**src/rtl/census_disp_feeder_if.sv**
```systemverilog
// Census pair stream in, pixel/window stream out, between the census stage and the SGM core.
interface census_disp_feeder_if #(
    parameter int censusVecW = 24,
    parameter int dispLevel  = 32,
    parameter int ImageW     = 640,
    parameter int ImageH     = 480
);
    logic                            in_valid;
    logic                            in_sof;
    logic [censusVecW-1:0]           in_censusL;
    logic [censusVecW-1:0]           in_censusR;
    logic                            out_valid;
    logic [censusVecW-1:0]           PixData;
    logic [censusVecW*dispLevel-1:0] LineData;
    logic                            IsOnEdge;
    logic [$clog2(ImageW)-1:0]       col;
    logic [$clog2(ImageH)-1:0]       row;
    logic                            frame_done;
    logic                            sof_err;

    modport master (
        output in_valid, in_sof, in_censusL, in_censusR,
        input  out_valid, PixData, LineData, IsOnEdge, col, row, frame_done, sof_err
    );
    modport slave (
        input  in_valid, in_sof, in_censusL, in_censusR,
        output out_valid, PixData, LineData, IsOnEdge, col, row, frame_done, sof_err
    );
endinterface

```
**src/rtl/census_disp_feeder.sv**
```systemverilog
// Sliding window of right census vectors feeding the SGM cost stage, one pixel per accept.
// Optional CENSUS_FEEDER_LINECLR_EN: zero carried slots when a line starts.
module census_disp_feeder #(
    parameter int censusVecW   = 24,
    parameter int dispLevel    = 32,
    parameter int ImageW       = 640,
    parameter int ImageH       = 480,
    parameter int CensusMargin = 2
) (
    input  logic                 clk,
    input  logic                 rst,
    input  logic                 en,
    census_disp_feeder_if.slave  bus
);
    localparam int CW = $clog2(ImageW);
    localparam int RW = $clog2(ImageH);

    logic [CW-1:0] r_ncol;
    logic [RW-1:0] r_nrow;
    logic [dispLevel-1:0][censusVecW-1:0] r_win;
    logic [censusVecW-1:0] r_pix;
    logic [CW-1:0]         r_col;
    logic [RW-1:0]         r_row;
    logic                  r_out_valid, r_edge, r_fd, r_err;

    logic          w_acc, w_col_last, w_row_last, w_edge;
    logic [CW-1:0] w_col;
    logic [RW-1:0] w_row;
    logic [dispLevel-1:0][censusVecW-1:0] w_win_nxt;

    assign w_acc      = en & bus.in_valid;
    // in_sof overrides the running position so a resync always lands on (0,0)
    assign w_col      = bus.in_sof ? '0 : r_ncol;
    assign w_row      = bus.in_sof ? '0 : r_nrow;
    assign w_col_last = (w_col == CW'(ImageW-1));
    assign w_row_last = (w_row == RW'(ImageH-1));

    assign w_edge = (int'(w_col) <  dispLevel-1)           ||
                    (int'(w_col) <  CensusMargin)          ||
                    (int'(w_col) >= ImageW-CensusMargin)   ||
                    (int'(w_row) <  CensusMargin)          ||
                    (int'(w_row) >= ImageH-CensusMargin);

    always_comb begin
        w_win_nxt    = r_win;
        w_win_nxt[0] = bus.in_censusR;
        for (int d = 1; d < dispLevel; d++) begin
`ifdef CENSUS_FEEDER_LINECLR_EN
            w_win_nxt[d] = (w_col == '0) ? '0 : r_win[d-1];
`else
            w_win_nxt[d] = r_win[d-1];
`endif
        end
    end

    always_ff @(posedge clk or posedge rst) begin
        if (rst) begin
            r_ncol      <= '0;
            r_nrow      <= '0;
            r_win       <= '0;
            r_pix       <= '0;
            r_col       <= '0;
            r_row       <= '0;
            r_out_valid <= 1'b0;
            r_edge      <= 1'b0;
            r_fd        <= 1'b0;
            r_err       <= 1'b0;
        end else if (en) begin
            r_out_valid <= w_acc;
            r_fd        <= w_acc & w_col_last & w_row_last;
            if (w_acc) begin
                r_win  <= w_win_nxt;
                r_pix  <= bus.in_censusL;
                r_col  <= w_col;
                r_row  <= w_row;
                r_edge <= w_edge;
                r_ncol <= w_col_last ? '0 : w_col + 1'b1;
                if (w_col_last) r_nrow <= w_row_last ? '0 : w_row + 1'b1;
                else            r_nrow <= w_row;
                if (bus.in_sof && (r_ncol != '0 || r_nrow != '0)) r_err <= 1'b1;
            end
        end
    end

    assign bus.out_valid  = r_out_valid;
    assign bus.PixData    = r_pix;
    assign bus.LineData   = r_win;
    assign bus.IsOnEdge   = r_edge;
    assign bus.col        = r_col;
    assign bus.row        = r_row;
    assign bus.frame_done = r_fd;
    assign bus.sof_err    = r_err;
endmodule
```
**src/flat_wrapper.sv**
```systemverilog
// flat-port wrapper written by rule: the top's interface ports become plain ports
module census_disp_feeder_flat 
#(
    parameter int censusVecW   = 24,
    parameter int dispLevel    = 32,
    parameter int ImageW       = 640,
    parameter int ImageH       = 480,
    parameter int CensusMargin = 2
)
  (clk, rst, en, bus_in_valid, bus_in_sof, bus_in_censusL, bus_in_censusR, bus_out_valid, bus_PixData, bus_LineData, bus_IsOnEdge, bus_col, bus_row, bus_frame_done, bus_sof_err);
  census_disp_feeder_if #(.censusVecW(censusVecW), .dispLevel(dispLevel), .ImageW(ImageW), .ImageH(ImageH)) bus_i ();
  input  logic clk;
  input  logic rst;
  input  logic en;
  input wire logic [$bits(bus_i.in_valid)-1:0] bus_in_valid;
  input wire logic [$bits(bus_i.in_sof)-1:0] bus_in_sof;
  input wire logic [$bits(bus_i.in_censusL)-1:0] bus_in_censusL;
  input wire logic [$bits(bus_i.in_censusR)-1:0] bus_in_censusR;
  output wire logic [$bits(bus_i.out_valid)-1:0] bus_out_valid;
  output wire logic [$bits(bus_i.PixData)-1:0] bus_PixData;
  output wire logic [$bits(bus_i.LineData)-1:0] bus_LineData;
  output wire logic [$bits(bus_i.IsOnEdge)-1:0] bus_IsOnEdge;
  output wire logic [$bits(bus_i.col)-1:0] bus_col;
  output wire logic [$bits(bus_i.row)-1:0] bus_row;
  output wire logic [$bits(bus_i.frame_done)-1:0] bus_frame_done;
  output wire logic [$bits(bus_i.sof_err)-1:0] bus_sof_err;
  assign bus_i.in_valid = bus_in_valid;
  assign bus_i.in_sof = bus_in_sof;
  assign bus_i.in_censusL = bus_in_censusL;
  assign bus_i.in_censusR = bus_in_censusR;
  assign bus_out_valid = bus_i.out_valid;
  assign bus_PixData = bus_i.PixData;
  assign bus_LineData = bus_i.LineData;
  assign bus_IsOnEdge = bus_i.IsOnEdge;
  assign bus_col = bus_i.col;
  assign bus_row = bus_i.row;
  assign bus_frame_done = bus_i.frame_done;
  assign bus_sof_err = bus_i.sof_err;
  census_disp_feeder #(.censusVecW(censusVecW), .dispLevel(dispLevel), .ImageW(ImageW), .ImageH(ImageH), .CensusMargin(CensusMargin)) u_core (.clk(clk), .rst(rst), .en(en), .bus(bus_i));
endmodule
```
**config.mk**
```make
export PLATFORM = sky130hd
export DESIGN_NAME = census_disp_feeder_flat
export DESIGN_NICKNAME = d
export VERILOG_FILES = /design/src/rtl/census_disp_feeder_if.sv /design/src/rtl/census_disp_feeder.sv /design/src/flat_wrapper.sv
export SDC_FILE = /design/constraint.sdc
export NUM_CORES = 2
export LEC_CHECK = 0
export CORE_AREA = 4 4 340 342
export DETAILED_ROUTE_END_ITERATION = 8
export DIE_AREA = 0 0 344 346
export PLACE_DENSITY = 0.52
export SLEW_MARGIN = 25
export SYNTH_ARGS = -nofsm -noshare
export SYNTH_HDL_FRONTEND = slang
export SYNTH_SLANG_ARGS = --single-unit
```
**constraint.sdc**
```tcl
create_clock -name clk -period 32.7 [get_ports clk]
set_clock_uncertainty 0.05 [all_clocks]
set_input_delay 4.905 -clock clk [delete_from_list [all_inputs] [get_ports clk]]
set_output_delay 4.905 -clock clk [all_outputs]
set_load 0.01 [all_outputs]
```
==> flow_metrics.env <==
export IMPL_io_buffers=867
export IMPL_grt_pass1_wl_um=175000
export IMPL_fp_coreArea_um2=112300
export IMPL_drive_above_1_share_pct=4.245
export IMPL_avgSynthCellArea_um2=8.821
export IMPL_syn_area_um2=31580
export IMPL_clockBufferDepth=3
export IMPL_leakage_nw=23.11
export IMPL_yosys_warnings=0
export IMPL_postCtsHoldBufs=0
export IMPL_fin_nets=4436
export IMPL_antenna_found_initial=0
export IMPL_post_cts_setup_buffers=0
export IMPL_ys_flop_type="dfrtp_1"
export IMPL_hold_violations=0
export IMPL_setup_tns_final_ps=0
export IMPL_fin_crit_sh_pct=30.38
export IMPL_ys_seq_area_share_pct=66.09
export IMPL_rr_worst_depth=7
export IMPL_wl_per_cell_um=19.66
export IMPL_worstReg2RegEnd="u_core.r_nrow[3]"
export IMPL_ir_worst_vdd_mv=0.04089
export IMPL_min_to="u_core.bus.row[2]"
export IMPL_synthArstFlopShare_pct=100.0
export IMPL_cts_resized=0
export IMPL_clock_latency_ps=670
export IMPL_finalCriticalPeriod_ps=9934
export IMPL_cp_start_kind="input pin"
export IMPL_drt_iter0_markers=1708
export IMPL_synth_cell_type_count=47
export IMPL_regToRegStartpoint="u_core.r_ncol[1]"
export IMPL_fp_dieArea_um2=119000
export IMPL_grt_overflow=0
export IMPL_cts_made_buffers=97
export IMPL_reg2reg_slack_ps=29960
export IMPL_routed_wirelength_um=117000
export IMPL_clkSlewWorstSetupHoldPaths_ps=60
export IMPL_p_per_area_nw_per_um2=61.81
export IMPL_status="finished, final reports clean"
export IMPL_synth_top_area_cell="dfrtp_1"
export IMPL_antenna_left=0
export IMPL_drv_cap=0
export IMPL_clock_sinks=834
export IMPL_drc=0
export IMPL_worst_setup_path_type="in -> reg"
export IMPL_cts_tree="yes"
export IMPL_timing_slew_headroom_pct=21.77
export IMPL_fp_dieH_um=346
export IMPL_cp_max_fo=102
export IMPL_grt_pass1_vias=26291
export IMPL_setup_viol=0
export IMPL_yosysTopAreaCellShare_pct=66.09
export IMPL_ys_ff_latch=834
export IMPL_min_from="u_core.bus.row[2]"
export IMPL_ios=868
export IMPL_n_antenna_cell=0
export IMPL_worstHoldPathCells=2
export IMPL_hpwl_um=82060
export IMPL_cts_root_buf="clkbuf_16"
export IMPL_synth_nets=3636
export IMPL_fmax_ghz=0.1007
export IMPL_cp_end_kind="register"
export IMPL_final_util_pct=39.96
export IMPL_hold_class="reg -> reg"
export IMPL_synth_area_leaders="dfrtp_1 (66%), nand2_1 (29%), clkbuf_1 (2.2%)"
export IMPL_worstMarginPinSlew_ps=1173
export IMPL_htree_levels=3
export IMPL_rsz0062_at_grt="false"
export IMPL_rows=123
export IMPL_die_width_um=344
export IMPL_gp_congestion=0.8621
export IMPL_synth_enable_flop_cells=0
export IMPL_vias=26196
export IMPL_slew_violations=0
export IMPL_area_growth_pct=42.15
export IMPL_start_util_pct=28.11
export IMPL_grt_max_degree=212
export IMPL_first_pass_iters=5
export IMPL_syn_inst=3580
export IMPL_viasPerCell=4.401
export IMPL_cp_arrival_ps=10490
export IMPL_cp_required_ps=33250
export IMPL_grt_use_total_pct=19.18
## metrics by stage
stage          total power [mW]  hold WS (ps)  area [um^2]  std cells  setup WS, ps
2_1_floorplan             1.394         436.3        31580       3580          4316
3_3_place_gp              1.709         403.3        41660       5780         21820
3_5_place_dp              1.709         410.1        41670       5780         22120
4_1_cts                   2.820         423.4        44840       5951         22860
5_1_grt                   2.906         440.1        44890       5952         22370
6_report                  2.775         419.6        44890       5952         22770
## where the power goes
part           internal [mW]  switching (mW)  leakage, nW
logic                  0.214           0.233         10.2
registers               1.13           0.103         11.4
clock network          0.643           0.448         1.56
## cells in the final DEF (no fill, tap or decap), drive strengths merged, types with 2 or more instances in the layout
cell type,n
clkinvlp,3
nand3b,9
nor4,3
a21oi,6
a31oi,2
mux2i,3
clkbuf,144
and2,2
nand3,10
nor3,8
buf,27
bufinv,5
clkdlybuf4s50,866
o21ai,16
ha,3
nor2b,7
nand2,2422
a22o,2
o31ai,8
mux2,5
dfrtp,834
nand2b,3
clkinv,15
or2,2
o22ai,2
inv,9
nor2,11
or4,5
nand4,2
or3,2
## state kept, by name, indices dropped and copies added, names as in the netlist
| signal | flops |
|---|---|
| u_core.r_ncol | 10 |
| u_core.bus.sof_err | 1 |
| u_core.bus.LineData | 768 |
| u_core.bus.out_valid | 1 |
| u_core.bus.row | 9 |
| u_core.bus.PixData | 24 |
| u_core.bus.frame_done | 1 |
| u_core.bus.IsOnEdge | 1 |
| u_core.bus.col | 10 |
| u_core.r_nrow | 9 |
## cell families (layout without fill, tap and decap cells)
| group | count (synthesis) | after routing | share of synthesized area [%] |
|---|---|---|---|
| AOI/OAI and AO/OA | 47 | 47 | 0.9787 |
| adders and majority gates | 3 | 3 | 0.1189 |
| buffers and inverters | 197 | 1069 | 2.369 |
| DFF | 834 | 834 | 66.09 |
| muxes | 8 | 8 | 0.2734 |
| and+or+nand+nor | 2491 | 2491 | 30.17 |
## cells in the mapped netlist, drive strengths merged, types with 2 or more instances
master,n
o31ai,8
mux2i,3
and2,2
nor4,3
or3,2
nor3,8
nand4,2
o22ai,2
mux2,5
nand2b,3
a31oi,2
nor2b,7
nor2,11
o21ai,16
a22o,2
or2,2
dfrtp,834
buf,11
inv,5
ha,3
or4,5
nand3b,9
clkbuf,181
nand2,2422
a21oi,6
nand3,10
## cell type report
class,instances,area [um^2]
sequential,834,20870
inverter,5,26.28
clock inverter,27,316.6
multi-input combinational,2549,9986
tap,1500,1877
fill,11454,67450
clock buffer,144,2858
timing repair buffer,893,8957
## per-layer routing
layer	share of wire (%)	track usage [%]	up-vias
met2	48	31.55	759
met5	0	0	-
met3	8.5	6.464	170
met1	40	23.47	12754
li1	-	-	12513
met4	3.6	6.884	0
## worst max path at each step
stage,startpoint,to,slack [ps],cells after the start
2_1_floorplan,rst,u_core.bus.IsOnEdge,4320,1
3_3_place_gp,en,u_core.bus.LineData[184],21820,9
3_5_place_dp,en,u_core.bus.LineData[318],22120,9
4_1_cts,en,u_core.bus.LineData[220],22860,9
5_1_grt,en,u_core.bus.LineData[200],22370,9
6_report,en,u_core.bus.LineData[220],22770,9
## worst max-delay path, cell delays in order
cell             delay (ps)
clkdlybuf4s50_1         530
nand2_8                 520
buf_4                   860
buf_4                   810
buf_4                   630
buf_4                   810
buf_4                   850
nand2_1                 130
nand2_1                 100
(Power assumes the default switching activity.)
